File: src/rtl/usb_serial_fifo_ep.sv
`default_nettype none
// ============================================================================
// usb_serial_fifo_ep : buffered CDC-style serial endpoint pair with RX/TX
// FIFOs, max-packet packetising, idle-timeout flush and ZLP termination.
// Revision: 1.0
// ============================================================================
module usb_serial_fifo_ep #(
  parameter int RX_DEPTH     = 64,
  parameter int TX_DEPTH     = 64,
  parameter int MAX_PKT      = 64,
  parameter int FLUSH_CYCLES = 4096
) (
  input  logic                        clk,
  input  logic                        reset_n,
  output logic                        out_ep_req,
  input  logic                        out_ep_grant,
  input  logic                        out_ep_data_avail,
  input  logic                        out_ep_setup,
  output logic                        out_ep_data_get,
  input  logic [7:0]                  out_ep_data,
  output logic                        out_ep_stall,
  input  logic                        out_ep_acked,
  output logic                        in_ep_req,
  input  logic                        in_ep_grant,
  input  logic                        in_ep_data_free,
  output logic                        in_ep_data_put,
  output logic [7:0]                  in_ep_data,
  output logic                        in_ep_data_done,
  output logic                        in_ep_stall,
  input  logic                        in_ep_acked,
  input  logic [7:0]                  uart_tx_data,
  input  logic                        uart_tx_strobe,
  output logic                        uart_tx_ready,
  output logic [7:0]                  uart_rx_data,
  output logic                        uart_rx_valid,
  input  logic                        uart_rx_ready,
  output logic [$clog2(TX_DEPTH):0]   tx_level,
  output logic [$clog2(RX_DEPTH):0]   rx_level
);

  localparam int RX_AW = $clog2(RX_DEPTH);
  localparam int TX_AW = $clog2(TX_DEPTH);
  localparam int PC_W  = $clog2(MAX_PKT) + 1;
  localparam int TM_W  = $clog2(FLUSH_CYCLES + 1);

  localparam logic [RX_AW-1:0] RX_PTR_ONE = RX_AW'(1);
  localparam logic [RX_AW:0]   RX_CNT_ONE = (RX_AW + 1)'(1);
  localparam logic [RX_AW:0]   RX_FULL_C  = (RX_AW + 1)'(RX_DEPTH);
  localparam logic [TX_AW-1:0] TX_PTR_ONE = TX_AW'(1);
  localparam logic [TX_AW:0]   TX_CNT_ONE = (TX_AW + 1)'(1);
  localparam logic [TX_AW:0]   TX_FULL_C  = (TX_AW + 1)'(TX_DEPTH);
  localparam logic [TX_AW:0]   TX_PKT_C   = (TX_AW + 1)'(MAX_PKT);
  localparam logic [PC_W-1:0]  PKT_MAX_C  = PC_W'(MAX_PKT);
  localparam logic [PC_W-1:0]  PKT_ONE    = PC_W'(1);
  localparam logic [TM_W-1:0]  FLUSH_C    = TM_W'(FLUSH_CYCLES);
  localparam logic [TM_W-1:0]  TM_ONE     = TM_W'(1);

  typedef enum logic [2:0] {
    S_IDLE     = 3'd0,
    S_REQ      = 3'd1,
    S_FILL     = 3'd2,
    S_DONE     = 3'd3,
    S_WAIT_ACK = 3'd4
  } state_e;

  wire unused_out_acked = out_ep_acked;

  // RX FIFO (host -> user), first-word-fall-through
  logic [7:0]       rx_mem_q [RX_DEPTH];
  logic [RX_AW-1:0] rx_wptr_q, rx_rptr_q;
  logic [RX_AW:0]   rx_cnt_q, rx_cnt_d;
  logic             rx_full, rx_wr, rx_rd;

  assign rx_full         = (rx_cnt_q == RX_FULL_C);
  assign out_ep_req      = reset_n && out_ep_data_avail && !rx_full;
  assign out_ep_data_get = reset_n && out_ep_grant && out_ep_data_avail &&
                           (!rx_full || out_ep_setup);
  assign rx_wr           = out_ep_data_get && !out_ep_setup;
  assign uart_rx_valid   = (rx_cnt_q != '0);
  assign uart_rx_data    = rx_mem_q[rx_rptr_q];
  assign rx_rd           = uart_rx_valid && uart_rx_ready;
  assign rx_level        = rx_cnt_q;
  assign out_ep_stall    = 1'b0;
  assign in_ep_stall     = 1'b0;

  always_comb begin
    rx_cnt_d = rx_cnt_q;
    if (rx_wr && !rx_rd)      rx_cnt_d = rx_cnt_q + RX_CNT_ONE;
    else if (!rx_wr && rx_rd) rx_cnt_d = rx_cnt_q - RX_CNT_ONE;
  end

  always_ff @(posedge clk) begin
    if (!reset_n) begin
      rx_wptr_q <= '0;
      rx_rptr_q <= '0;
      rx_cnt_q  <= '0;
    end else begin
      if (rx_wr) rx_wptr_q <= rx_wptr_q + RX_PTR_ONE;
      if (rx_rd) rx_rptr_q <= rx_rptr_q + RX_PTR_ONE;
      rx_cnt_q <= rx_cnt_d;
    end
  end

  always_ff @(posedge clk) begin
    if (rx_wr) rx_mem_q[rx_wptr_q] <= out_ep_data;
  end

  // TX FIFO (user -> host)
  logic [7:0]       tx_mem_q [TX_DEPTH];
  logic [TX_AW-1:0] tx_wptr_q, tx_rptr_q;
  logic [TX_AW:0]   tx_cnt_q, tx_cnt_d;
  logic             tx_ready_q, tx_wr, tx_rd, tx_nonempty;

  assign tx_wr         = uart_tx_strobe && tx_ready_q;
  assign tx_nonempty   = (tx_cnt_q != '0);
  assign uart_tx_ready = tx_ready_q;
  assign tx_level      = tx_cnt_q;

  always_comb begin
    tx_cnt_d = tx_cnt_q;
    if (tx_wr && !tx_rd)      tx_cnt_d = tx_cnt_q + TX_CNT_ONE;
    else if (!tx_wr && tx_rd) tx_cnt_d = tx_cnt_q - TX_CNT_ONE;
  end

  always_ff @(posedge clk) begin
    if (!reset_n) begin
      tx_wptr_q  <= '0;
      tx_rptr_q  <= '0;
      tx_cnt_q   <= '0;
      tx_ready_q <= 1'b0;
    end else begin
      if (tx_wr) tx_wptr_q <= tx_wptr_q + TX_PTR_ONE;
      if (tx_rd) tx_rptr_q <= tx_rptr_q + TX_PTR_ONE;
      tx_cnt_q   <= tx_cnt_d;
      tx_ready_q <= (tx_cnt_d != TX_FULL_C);
    end
  end

  always_ff @(posedge clk) begin
    if (tx_wr) tx_mem_q[tx_wptr_q] <= uart_tx_data;
  end

  // IN packetiser
  state_e          state_q, state_d;
  logic [PC_W-1:0] pkt_cnt_q, pkt_cnt_d;
  logic [TM_W-1:0] timer_q, timer_d;
  logic            zlp_q, zlp_d, put_q, put_d;
  logic [7:0]      in_data_q, in_data_d;

  assign tx_rd = (state_q == S_FILL) && in_ep_grant && in_ep_data_free &&
                 tx_nonempty && (pkt_cnt_q < PKT_MAX_C);

  always_comb begin
    state_d   = state_q;
    pkt_cnt_d = pkt_cnt_q;
    zlp_d     = zlp_q;
    put_d     = 1'b0;
    in_data_d = in_data_q;
    case (state_q)
      S_IDLE: begin
        if ((tx_cnt_q >= TX_PKT_C) ||
            ((timer_q == FLUSH_C) && (tx_nonempty || zlp_q))) begin
          state_d   = S_REQ;
          pkt_cnt_d = '0;
        end
      end
      S_REQ: if (in_ep_grant) state_d = S_FILL;
      S_FILL: begin
        if (tx_rd) begin
          in_data_d = tx_mem_q[tx_rptr_q];
          put_d     = 1'b1;
          pkt_cnt_d = pkt_cnt_q + PKT_ONE;
        end
        // A take and the exit condition are mutually exclusive by construction
        if ((pkt_cnt_q == PKT_MAX_C) || !tx_nonempty) state_d = S_DONE;
      end
      S_DONE: begin
        zlp_d   = (pkt_cnt_q == PKT_MAX_C);
        state_d = S_WAIT_ACK;
      end
      S_WAIT_ACK: if (in_ep_acked) state_d = S_IDLE;
      default: state_d = S_IDLE;
    endcase
  end

  always_comb begin
    timer_d = timer_q;
    if (tx_wr)
      timer_d = '0;
    else if ((state_q == S_IDLE) && (tx_nonempty || zlp_q) && (timer_q != FLUSH_C))
      timer_d = timer_q + TM_ONE;
  end

  always_ff @(posedge clk) begin
    if (!reset_n) begin
      state_q   <= S_IDLE;
      pkt_cnt_q <= '0;
      timer_q   <= '0;
      zlp_q     <= 1'b0;
      put_q     <= 1'b0;
      in_data_q <= '0;
    end else begin
      state_q   <= state_d;
      pkt_cnt_q <= pkt_cnt_d;
      timer_q   <= timer_d;
      zlp_q     <= zlp_d;
      put_q     <= put_d;
      in_data_q <= in_data_d;
    end
  end

  assign in_ep_req       = (state_q == S_REQ) || (state_q == S_FILL) || (state_q == S_DONE);
  assign in_ep_data_done = (state_q == S_DONE);
  assign in_ep_data_put  = put_q;
  assign in_ep_data      = in_data_q;

endmodule
`default_nettype wire

File: config.mk
export PLATFORM = sky130hd
export DESIGN_NAME = usb_serial_fifo_ep
export DESIGN_NICKNAME = d
export VERILOG_FILES = /design/src/rtl/usb_serial_fifo_ep.sv
export SDC_FILE = /design/constraint.sdc
export NUM_CORES = 1
export LEC_CHECK = 0
export ABC_AREA = 1
export BUFFER_PORTS_ARGS = -buffer_cell sky130_fd_sc_hd__buf_2
export CELL_PAD_IN_SITES_DETAIL_PLACEMENT = 2
export CELL_PAD_IN_SITES_GLOBAL_PLACEMENT = 2
export CORE_MARGIN = 5
export CORE_UTILIZATION = 45
export DETAILED_ROUTE_END_ITERATION = 10
export MAX_ROUTING_LAYER = met4
export PLACE_DENSITY = 0.82
export SLEW_MARGIN = 20
export SYNTH_ARGS = -nofsm -noshare
export SYNTH_HDL_FRONTEND = slang
export SYNTH_SLANG_ARGS = --single-unit
File: constraint.sdc
create_clock -name clk -period 7.6 [get_ports clk]
set_input_delay 0.76 -clock clk [delete_from_list [all_inputs] [get_ports clk]]
set_output_delay 0.76 -clock clk [all_outputs]
set_load 0.01 [all_outputs]
==> results of run 1 <==
-- kinds of logic after synthesis --
kind of cell	Yosys count
and+or+nand+nor	1448
DFF	1102
AOI/OAI and AO/OA	898
buffers and inverters	346
xor gates and xnor gates	19
adders and majority gates	18
other	1
-- power breakdown --
part / internal [µW] / total [µW] / switching [µW]
clock network: 3380 / 5970 / 2590
registers: 6660 / 6760 / 94.4
logic: 485 / 1950 / 1470
total: 10500 / 14700 / 4150
-- worst register-to-register path: stages, from the launching register on --
cell and delay [ps]:
dfxtp_1 490, nor2_1 110, nand3_1 120, nor2_1 80, nand2_1 140, nand3_2 260, nor2_1 420, nand3_1 780
nor2_1 1110
-- registers in the layout, indices dropped and copies added (netlist names), named ones only --
name	cells
uart_tx_ready	1
rx_level	7
rx_mem_q	512
rx_wptr_q	6
rx_rptr_q	6
zlp_q	1
timer_q	13
state_q	3
in_ep_data_put	1
tx_wptr_q	6
in_ep_data	8
pkt_cnt_q	7
tx_mem_q	512
tx_rptr_q	6
tx_level	7
-- metrics by stage --
step	total power [µW]	area (µm²)	instances
2_1_floorplan	7950	45100	3833
3_3_place_gp	8520	46200	5008
3_5_place_dp	8690	46200	5008
4_1_cts	14700	50100	5223
5_1_grt	15100	50100	5227
6_report	14700	50100	5227
-- worst max-delay path by stage --
stage	to	slack, ps	cells past startpoint
3_5_place_dp	rx_mem_q[10][1]	2830	6
6_report	uart_rx_data[6]	2380	13
5_1_grt	uart_rx_data[6]	2140	13
3_3_place_gp	rx_mem_q[19][3]	3310	6
4_1_cts	uart_rx_data[0]	2380	11
2_1_floorplan	rx_level[5]	4950	13
-- metal layers --
| layer | global-route usage | part of all wire | vias to the layer above |
|---|---|---|---|
| met2 | 0.535 | 0.51 | 1450 |
| met1 | 0.392 | 0.39 | 17400 |
| met3 | 0.0427 | 0.059 | 436 |
| met4 | 0.112 | 0.040 | 0 |
| met5 | - | 0 | - |
| li1 | - | - | 13700 |
-- cell usage after synthesis, drive strengths merged --
master  instances  share of area
o221ai          3        0.00058
nor4            7        0.00097
o21ai         563          0.063
nand3b          2        0.00033
nor2          776          0.065
or2             9         0.0012
nor3b           1        0.00017
clkbuf        115         0.0096
a21oi         102          0.011
o21a           11         0.0018
nand2         418          0.035
nor3           22         0.0024
xnor2           4        0.00078
dfxtp          78          0.035
a31oi           2        0.00028
nand3         198          0.022
and3            2        0.00028
inv           111         0.0092
conb            1       0.000083
o22ai         148          0.021
o211ai         69          0.011
nand4          13         0.0021
ha             17         0.0047
edfxtp       1024           0.68
buf           113          0.016
xor2           15         0.0029
fa              1        0.00044
clkinv          7        0.00058
-- area by class of cell --
cell class                 count  area share
antenna                        3    0.000150
multi-input combinational   2385       0.223
timing repair buffer         106      0.0131
clock buffer                 151      0.0636
sequential                  1102       0.645
tap                         1298      0.0324
inverter                     118     0.00907
clock inverter                64      0.0133
==> impl_metrics.ini, run 1 <==
[sta]
finalHoldViolCount = 0
rsz0062_at_grt = false
slew_headroom = 0.198
setup_tns_ps = 0
min_period_ps = 5220
skew_ps = 45.9
finalMaxSlewViolations = 0
setup_viol = 0
tightest_slew_ps = 1200
fin_ws_ps = 2380
hold_slack_ps = 358
fmax_ghz = 0.191
fin_crit_sh = 0.687

[critical_path]
crit_path_top_delay_cell = buf_4
critPathMaxFanout = 73
crit_family = buffers and inverters
timing.rr.end = rx_mem_q[11][6]
cp-start-kind = flip-flop
r2r-start = rx_level[1]
crit_chain = buf_4 -> buf_4 -> o21ai_0 -> o22ai_1 -> nand2_1 -> nand2_1 -> nand2_1 -> o21ai_1 -> nand2_1 -> nand2_1 -> nand2_1 -> nand2_1 -> buf_2
crit_type = flip-flop to output pin
required_ps = 6840
r2r_cells = 8
cp.arrival_ps = 4460
crit_path_max_incr_delay_ps = 730
reg2reg_slack_ps = 3710
end_kind = output pin
path_buf_inv = 3
cp_common_cell = nand2_1

[die]
dieWidth_um = 327
dieArea_um2 = 107000
die_y_um = 327
initial_utilization = 0.452
rows = 116
coreArea_um2 = 99700
io_pins = 66

[routing]
initialDrtViolationCount = 3459
vias_per_cell = 6.32
drc = 0
vias = 33000
ant_nets = 0
wl_per_cell_um = 31.8
drt_wl_total_mm = 166
dr.pass1.iters = 7

[yosys]
ys_warn_count = 0
synth-seq-area-share = 0.717
synth_cell_type_count = 42
synth_xor_area_frac = 0.00369
muxShareOfSynthArea = 0
syn-cell-area_um2 = 45100
yosys_register_bits = 1102
synth_area_per_cell_um2 = 11.8
synthSimpleGateAreaFrac = 0.130
synthCells = 3832
synth_top_family_by_area = simple AND/OR/NAND/NOR gates
synth-adder-area-share = 0.00516
synth_compound_area_frac = 0.109

[finish]
multiInputGateArea_um2 = 11200
nets = 3874
final_common_cell = edfxtp_1
seqCellArea_um2 = 32300
fillers = 9597
utilization = 0.502
area_growth_pct = 11.1
drive_gt1_frac = 0.0792
layout_common_cells = edfxtp_1, nor2_1, o21ai_0, nand2_1, nand3_1

[cts]
clockBufferDepth = 3
root_buffer = clkbuf_16
h-tree-depth = 3
hold_buffers = 0
cts_buffers = 116
clk_latency_ps = 740
clock-sinks = 1102
cts_resized = 0
post-cts-setup-buffer-count = 0
clk_pin_slew_ps = 60
cts_tree = yes

[global_route]
grt_pass1_wl_mm = 247
track_usage = 0.315
antenna_found_initial = 5
grt_pass1_vias = 36100
grt_overflow = 0
grt_max_degree = 146

[place]
io_buffers = 62
place_congestion = 0.790
dpl_worst_slack_ps = 2830
hpwl_mm = 90.8

[worst_hold_path]
holdPathStages = 4
holdPathEnd = state_q[0]
min_path_type = input pin to flip-flop
hold_start = in_ep_grant

[power_and_ir_drop]
power_density_nw_per_um2 = 293
ir_worst_vdd_v = 0.000214
p_leak_uw = 0.0168

[status]
outcome = finished clean

[job]
drv_cap = 0
No activity file was read; power rests on OpenSTA's default activity.
==> run 2, diff against run 1 <==
CORE_UTILIZATION = 39   (was 45)
PLACE_DENSITY = 0.76   (was 0.82)
clock period = 4.3 ns   (was 7.6 ns; I/O delays follow)
==> impl_metrics.ini, run 2 (same netlist as run 1, synthesis figures left out) <==
[cts]
clockBufferDepth = 3
cts_tree = yes
clk_latency_ps = 720
cts_buffers = 116
clk_pin_slew_ps = 60
cts_resized = 0
clock-sinks = 1102
root_buffer = clkbuf_16
h-tree-depth = 3

[critical_path]
critPathMaxFanout = 66
crit_type = flip-flop to output pin
cp-start-kind = flip-flop
path_buf_inv = 3
r2r-start = rx_level[0]
crit_path_max_incr_delay_ps = 600
crit_path_top_delay_cell = dfxtp_4
crit_family = buffers and inverters
cp_common_cell = nand2_1
cp.arrival_ps = 3520
crit_chain = clkinv_2 -> buf_12 -> o21ai_0 -> o22ai_1 -> nand2_1 -> nand2_1 -> a21oi_1 -> o21ai_1 -> nand3_1 -> nand2_1 -> buf_2
required_ps = 3870
end_kind = output pin

[finish]
top_regs = rx_mem_q: 512 flops, tx_mem_q: 512 flops, timer_q: 13 flops
stdcell_count = 5475
nets = 3908
layout_common_cells = edfxtp_1, nor2_1, o21ai_0, nand2_1, nand3_1
drive_gt1_frac = 0.0833
area_growth_pct = 12.2
final_common_cell = edfxtp_1
postLayoutCellArea_um2 = 50600

[routing]
wl_per_cell_um = 27.1
drc = 0
drt_wl_total_mm = 148
ant_nets = 0
vias_per_cell = 5.77
initialDrtViolationCount = 2689
vias = 31600
dr.pass1.iters = 6

[global_route]
grt_pass1_vias = 34800
track_usage = 0.246
grt_max_degree = 195
grt_pass1_wl_mm = 223
grt_overflow = 0
antenna_found_initial = 2

[place]
io_buffers = 62
placedInstanceArea_um2 = 46800
hpwl_mm = 85.4
dpl_worst_slack_ps = 820
place_inst = 5256
place_congestion = 0.791

[status]
outcome = finished clean

[sta]
finalMaxSlewViolations = 0
rsz0062_at_grt = false
setup_viol = 0
tightest_slew_ps = 1010
finalHoldViolCount = 0
slew_headroom = 0.324
hold_slack_ps = 35.6
setup_tns_ps = 0
fin_crit_sh = 0.918
skew_ps = 25.9
fin_ws_ps = 355
fmax_ghz = 0.253
min_period_ps = 3950

[worst_hold_path]
min_path_type = input pin to flip-flop
hold_start = in_ep_grant

[die]
initial_utilization = 0.394
coreArea_um2 = 115000
rows = 124
io_pins = 66
die_y_um = 350
dieWidth_um = 350
dieArea_um2 = 122000

[power_and_ir_drop]
power_density_nw_per_um2 = 500
p_leak_uw = 0.0169
ir_worst_vdd_v = 0.000370

[job]
drv_cap = 0
-- run 2: cell types whose count changed in the layout (fill, tap and decap cells not counted), moves of 4 or more --
cell	change
bufinv_16	-4
clkinv_1	-5
buf_12	+7
buf_4	+27
clkbuf_8	-4
clkbuf_1	+16
clkinv_2	-6
-- run 2: final cells by class --
class / instances / area [µm²]
clock buffers: 164 / 3220
flip-flops and latches: 1102 / 32300
repair buffers: 140 / 998
fillers: 11500 / 63900
multi-input cells: 2385 / 11200
inverters: 118 / 454
well taps: 1512 / 1890
diodes: 1 / 2.50
clock inverters: 53 / 522
-- run 2: per-layer routing --
metal	track usage	vias up	wire length, µm
li1	-	13800	-
met1	0.308	16500	61300
met2	0.428	986	75700
met3	0.0278	266	7470
met4	0.0674	0	4030
met5	-	-	0
-- run 2: worst reg2reg max path: stages (launching register included) --
cell     delay, ps
dfxtp_1        400
inv_1           90
nand3_1         90
nor2_1          60
nand2_1        100
nand3_2        300
nor2_1         470
nand3_1        720
nor2_1        1000
-- run 2: final timing paths --
kind	endpoint	slack, ps	cells after the start
max	uart_rx_data[1]	350	11
min reg2reg	timer_q[11]	490	2
min	state_q[0]	40	4
max reg2reg	rx_mem_q[49][6]	690	8
-- run 2: power by group --
| group | internal [µW] | total [µW] | leakage (µW) | switching (µW) |
|---|---|---|---|---|
| logic | 910 | 3290 | 0.00523 | 2380 |
| registers | 11800 | 11900 | 0.00984 | 108 |
| clock network | 5740 | 10100 | 0.00181 | 4370 |
| total | 18400 | 25300 | 0.0169 | 6860 |
-- run 2: repair_timing --
action,CTS,global route
hold buffers,1,0
endpoints found under the hold margin,1,0
buffers inserted,0,0
-- run 2: through the flow --
step,utilization,power (µW)
floorplan,-,14100
global placement,0.409,15100
detailed placement,0.409,15300
CTS,0.442,25500
global route,0.442,26200
finish,0.442,25300
